## src/rtl/adder_ctrl_pkg.sv

```systemverilog
// rtl/adder_ctrl_pkg.sv - shared types and widths for the adder operand controller
package adder_ctrl_pkg;

  localparam int DEF_WIDTH = 16;
  localparam int LAT_CW    = 4;
  localparam int HOLD_CW   = 8;

  typedef enum logic [1:0] {
    IDLE = 2'd0,
    WAIT = 2'd1,
    HOLD = 2'd2
  } state_e;

endpackage

```

## src/rtl/gate_hold_timer.sv

```systemverilog
// rtl/gate_hold_timer.sv - hold-window countdown that decides when a gated clock may stop
module gate_hold_timer
  import adder_ctrl_pkg::*;
#(
  parameter int HOLD_CYCLES = 4
) (
  input  logic clk,
  input  logic rst_n,
  input  logic load_i,
  input  logic dec_i,
  output logic expire_o
);

  logic [HOLD_CW-1:0] cnt_q, cnt_d;

  // A load (window entry or re-arm) overrides counting down; the count parks at zero.
  always_comb begin
    cnt_d = cnt_q;
    if (load_i) begin
      cnt_d = HOLD_CW'(HOLD_CYCLES);
    end else if (dec_i && (cnt_q != '0)) begin
      cnt_d = cnt_q - 1'b1;
    end
  end

  // Countdown register.
  always_ff @(posedge clk or negedge rst_n) begin
    if (!rst_n) begin
      cnt_q <= '0;
    end else begin
      cnt_q <= cnt_d;
    end
  end

  // Expiry is the edge that would consume the last remaining hold cycle.
  assign expire_o = dec_i && (cnt_q == HOLD_CW'(1));

endmodule

```

## src/rtl/adder_operand_ctrl.sv

```systemverilog
// rtl/adder_operand_ctrl.sv - operand feeder and clock-gate control for the gated adder (option: OPERAND_COMPARE_EN)
module adder_operand_ctrl
  import adder_ctrl_pkg::*;
#(
  parameter int WIDTH       = DEF_WIDTH,
  parameter int ADDER_LAT   = 2,
  parameter int HOLD_CYCLES = 4
) (
  input  logic             clk,
  input  logic             reset_b,
  input  logic             in_valid,
  output logic             in_ready,
  input  logic [WIDTH-1:0] in_a,
  input  logic [WIDTH-1:0] in_b,
  input  logic             in_cin,
  output logic [WIDTH-1:0] a_out,
  output logic [WIDTH-1:0] b_out,
  output logic             cin_out,
  output logic             cg_en,
  output logic             res_valid,
  output logic             idle
);

  localparam bit HAS_HOLD = (HOLD_CYCLES > 0);

  state_e            state_q, state_d;
  logic [LAT_CW-1:0] lat_q, lat_d;
  logic [WIDTH-1:0]  a_q, b_q;
  logic              cin_q;
  logic              cg_q, rv_q, dup_pend_q;
  logic              accept, dup, full_acc, wait_done;
  logic              hold_load, hold_dec, hold_expire;

  assign in_ready  = (state_q != WAIT);
  assign idle      = (state_q == IDLE);
  assign accept    = in_valid && in_ready;
  assign wait_done = (state_q == WAIT) && (lat_q == LAT_CW'(1));
  assign full_acc  = accept && !dup;
  assign hold_dec  = (state_q == HOLD) && !accept;

`ifdef OPERAND_COMPARE_EN
  logic last_q;

  // Remember that the operands on the adder inputs have produced a settled result.
  always_ff @(posedge clk or negedge reset_b) begin
    if (!reset_b) begin
      last_q <= 1'b0;
    end else if (wait_done) begin
      last_q <= 1'b1;
    end
  end

  assign dup = accept && last_q && (in_a == a_q) && (in_b == b_q) && (in_cin == cin_q);
`else
  assign dup = 1'b0;
`endif

  gate_hold_timer #(
    .HOLD_CYCLES(HOLD_CYCLES)
  ) u_hold (
    .clk     (clk),
    .rst_n   (reset_b),
    .load_i  (hold_load),
    .dec_i   (hold_dec),
    .expire_o(hold_expire)
  );

  // Next state, latency countdown and hold-window arming.
  always_comb begin
    state_d   = state_q;
    lat_d     = lat_q;
    hold_load = 1'b0;
    case (state_q)
      IDLE: begin
        if (full_acc) state_d = WAIT;
      end
      WAIT: begin
        lat_d = lat_q - 1'b1;
        if (wait_done) begin
          if (HAS_HOLD) begin
            state_d   = HOLD;
            hold_load = 1'b1;
          end else begin
            state_d = IDLE;
          end
        end
      end
      HOLD: begin
        if (full_acc) begin
          state_d = WAIT;
        end else if (dup) begin
          hold_load = 1'b1;
        end else if (hold_expire) begin
          state_d = IDLE;
        end
      end
      default: state_d = IDLE;
    endcase
    if (full_acc) lat_d = LAT_CW'(ADDER_LAT);
  end

  // State, operand registers and registered adder controls.
  always_ff @(posedge clk or negedge reset_b) begin
    if (!reset_b) begin
      state_q    <= IDLE;
      lat_q      <= '0;
      a_q        <= '0;
      b_q        <= '0;
      cin_q      <= 1'b0;
      cg_q       <= 1'b0;
      rv_q       <= 1'b0;
      dup_pend_q <= 1'b0;
    end else begin
      state_q    <= state_d;
      lat_q      <= lat_d;
      cg_q       <= (state_d != IDLE);
      rv_q       <= wait_done || dup_pend_q;
      dup_pend_q <= dup;
      if (full_acc) begin
        a_q   <= in_a;
        b_q   <= in_b;
        cin_q <= in_cin;
      end
    end
  end

  assign a_out     = a_q;
  assign b_out     = b_q;
  assign cin_out   = cin_q;
  assign cg_en     = cg_q;
  assign res_valid = rv_q;

endmodule
```

## config.mk

```make
export PLATFORM = sky130hd
export DESIGN_NAME = adder_operand_ctrl
export DESIGN_NICKNAME = d
export VERILOG_FILES = /design/src/rtl/adder_ctrl_pkg.sv /design/src/rtl/gate_hold_timer.sv /design/src/rtl/adder_operand_ctrl.sv
export SDC_FILE = /design/constraint.sdc
export NUM_CORES = 1
export LEC_CHECK = 0
export BUFFER_PORTS_ARGS = -buffer_cell sky130_fd_sc_hd__buf_2
export CELL_PAD_IN_SITES_DETAIL_PLACEMENT = 1
export CELL_PAD_IN_SITES_GLOBAL_PLACEMENT = 1
export CORE_MARGIN = 8
export CORE_UTILIZATION = 35
export DETAILED_ROUTE_END_ITERATION = 8
export HOLD_SLACK_MARGIN = 0.12
export PLACE_DENSITY_LB_ADDON = 0.1
export SLEW_MARGIN = 15
export SYNTH_ARGS = -nofsm -noshare
export SYNTH_HDL_FRONTEND = slang
export SYNTH_SLANG_ARGS = --single-unit
```

## constraint.sdc

```tcl
create_clock -name clk -period 2 [get_ports clk]
set_input_delay 0.3 -clock clk [delete_from_list [all_inputs] [get_ports clk]]
set_output_delay 0.3 -clock clk [all_outputs]
set_load 0.01 [all_outputs]
```

==> out/summary.txt <==
detailed placement HPWL -> 3840 um
Peak Freq -> 537.2 MHz
met2 WL -> 2345 um
Worst Hold Class -> input pin to flop
Area after DPL -> 2525 um^2
vias in the first global route -> 1591
Worst-Skew Late Latency -> 290 ps
Hold Vio Cnt, Final -> 0
status -> complete, no violations
Slew headroom -> 0.5476
FF/Latch Area -> 1226 um^2
largest net degree at the start of global routing -> 34
H-tree depth -> 2
WP buf/inv -> 0
first-pass detailed-route iteration total -> 4
minimum clock period after layout -> 1861 ps
cell mode on critical path -> nor3_1
Global Route Usage Sum -> 0.1157
Setup-failing EPs final -> 0
area of the multi-input gates -> 768.2 um^2
Design Area, Final -> 2636 um^2
initial antenna violation count -> 0
Inserted Diodes -> 0
clk slew on worst S/H paths -> 80 ps
Via density -> 4.728
CTS root buf -> clkbuf_8
routed len/inst -> 15.24 um
WL final -> 4771 um
switching share of total power -> 0.3512
crit-path max cell delay -> 650 ps
post-synthesis instance total -> 157
setup TNS -> 0 ps
crit-path cells -> or4_1 -> nor3_1 -> nor3_1 -> a211o_1
part of the cycle the worst path needs -> 0.9307
power per cell area -> 1543 nW/um^2
wire length of the first global-routing pass -> 8017 um
core area -> 5781 um^2
mapped cell area -> 2048 um^2
Clock power frac -> 0.150
CP Class -> flop to flop
CTS Buf Count -> 5
Slowest-stage cell, CP -> or4_1
GR Overflow Total -> 0
clock sinks -> 49
Final Max Slew Viols -> 0
Arr. time, crit path -> 2040 ps
Cell variety after synth -> 27
Starting Density -> 0.3543
CTS tree -> built
Switching Power -> 0.001429 W
Die X -> 92.50 um
via count -> 1480
clock skew -> 9.118 ps
Ports -> 73
syn nets -> 198
Metal-1 WL -> 1980 um
global placement routability congestion -> 0.7514
crit end category -> flop
die extent in y -> 92.50 um
Leakage -> 1.258 nW
Iter 0 DRT Violations -> 23
Synth-to-Final Area Change -> 28.71%
Clock Tree Buf Depth -> 2
CP required -> 2170 ps
port bufs -> 72
DR DRC count -> 0
Yosys warning count -> 0
top layer in use -> met4
post-synthesis sequential area ratio -> 0.5987
die area -> 8556 um^2
Logic pwr share -> 0.428
post-route ant nets -> 0
Slew @ Worst Pin -> 678.6 ps
internal cell power -> 0.002639 W
CP startpoint kind -> flop
CP Max Fanout -> 6
post-synthesis register bit count -> 49
# fillers -> 661
RSZ-0062 raised after global routing -> no
syn_area_per_cell -> 13.05 um^2
Layout Nets -> 278
Max-cap violations -> 0
sequential power share -> 0.422
worst IR drop on VDD -> 0.4706 mV
Core Rows -> 28
share of cells above drive strength 1 -> 0.5084
Setup Fix Bufs, Post-CTS -> 0
crit-path leading delay family -> simple AND/OR/NAND/NOR gates
met3 wire len -> 371 um
## power by group through the flow
stage / clock network (W) / registers [W] / logic (W)
5_1_grt: 0.000687 / 0.00179 / 0.00195
4_1_cts: 0.000646 / 0.00172 / 0.00180
3_3_place_gp: 0 / 0.00170 / 0.00173
2_1_floorplan: 0 / 0.00188 / 0.000893
6_report: 0.000610 / 0.00172 / 0.00174
3_5_place_dp: 0 / 0.00175 / 0.00179
## placed cells by master, fill, tap and decap left out
master,netlist,final
nor4_1,2,2
nor4b_1,2,2
or2_2,1,1
or4_1,2,2
o21ai_0,12,12
or3b_2,1,1
mux2_2,33,33
buf_12,0,1
ha_1,5,5
dlygate4sd3_1,0,1
o22ai_1,1,1
nor3_1,4,4
nor2_1,7,7
o31ai_2,1,1
o21a_1,1,1
dfrtp_1,49,49
nand2b_1,1,1
nand3_1,2,2
inv_1,8,8
a21oi_1,2,2
clkbuf_8,0,7
buf_2,4,72
or3_2,1,1
nor2b_1,1,1
and2b_1,1,1
mux2i_1,4,4
clkinv_1,1,1
clkinv_2,0,1
a211o_1,1,1
nand2_1,8,8
nor3b_1,2,2
buf_4,0,3
## cell usage after synthesis
master,n,share of area
and2b_1,1,0.0037
nand2_1,8,0.015
mux2i_1,4,0.020
or3_2,1,0.0037
clkinv_1,1,0.0018
nor2_1,7,0.013
o22ai_1,1,0.0031
or3b_2,1,0.0043
nand3_1,2,0.0049
o31ai_2,1,0.0061
dfrtp_1,49,0.60
o21ai_0,12,0.029
or4_1,2,0.0073
nand2b_1,1,0.0031
inv_1,8,0.015
ha_1,5,0.031
nor2b_1,1,0.0031
o21a_1,1,0.0037
nor4b_1,2,0.0086
buf_2,4,0.0098
nor3_1,4,0.0098
nor4_1,2,0.0061
mux2_2,33,0.18
or2_2,1,0.0031
a21oi_1,2,0.0049
nor3b_1,2,0.0073
a211o_1,1,0.0043
## layout make-up
cell class,instances,area share
multi-input combinational,95,0.2914
tap,75,0.03560
clock buffer,7,0.03654
clock inverter,1,0.001898
timing repair buffer,77,0.1566
inverter,9,0.01281
sequential,49,0.4651
## logic make-up after synthesis
logic type                 share of synthesized area
and+or+nand+nor                              0.09225
AOI/OAI and AO/OA                            0.05132
buffers and inverters                        0.02627
DFF                                           0.5987
adders and majority gates                    0.03054
muxes                                         0.2010
## registers in the layout, indices dropped and copies added, names as in the netlist
| name | flops |
|---|---|
| cin_out | 1 |
| res_valid | 1 |
| a_out | 16 |
| lat_q | 4 |
| b_out | 16 |
| u_hold.cnt_q | 8 |
| state_q | 2 |
| cg_en | 1 |
## layer usage
layer  up-vias  GRT usage
met5         -          0
met2        41     0.1889
met3         5    0.03722
met1       728     0.1373
met4         0    0.04832
li1        706          -
## path summary, 6_finish.rpt
| check | from | cells past startpoint | slack [ps] | to |
|---|---|---|---|---|
| max | u_hold.cnt_q[3]$_DFFE_PN0P_ | 4 | 140 | u_hold.cnt_q[2]$_DFFE_PN0P_ |
| min | in_a[13] | 2 | 240 | a_out[13]$_DFFE_PN0P_ |
| max reg2reg | u_hold.cnt_q[3]$_DFFE_PN0P_ | 4 | 140 | u_hold.cnt_q[2]$_DFFE_PN0P_ |
| min reg2reg | lat_q[3]$_DFFE_PN0P_ | 1 | 500 | lat_q[3]$_DFFE_PN0P_ |
| max in group asynchronous | reset_b | 3 | 810 | lat_q[0]$_DFFE_PN0P_ |
| min in group asynchronous | reset_b | 2 | 590 | u_hold.cnt_q[0]$_DFFE_PN0P_ |
## stage by stage
stage                     std cells  hold slack, ps  utilization  setup slack (ps)  total power [W]
after floorplan                 157           4.409            -             243.3         0.002777
after global placement          304           362.2       0.4368             210.3         0.003429
after detailed placement        304           373.7       0.4368             150.7         0.003537
after CTS                       313           226.1       0.4561             136.3         0.004167
after global routing            313           225.4       0.4561             23.49         0.004421
final                           313           238.8       0.4561             138.6         0.004068
## what timing repair did
item,4_1_cts,5_1_grt
resized for setup,0,0
hold buffers,1,0
endpoints found under the hold margin,29,0
## worst register-to-register path: cells and delay by family (launching register included)
family | cells | cell delay, ps
compound gates | 1 | 280
flops | 1 | 420
simple gates | 3 | 1060
Power figures use the tool's default switching activity.
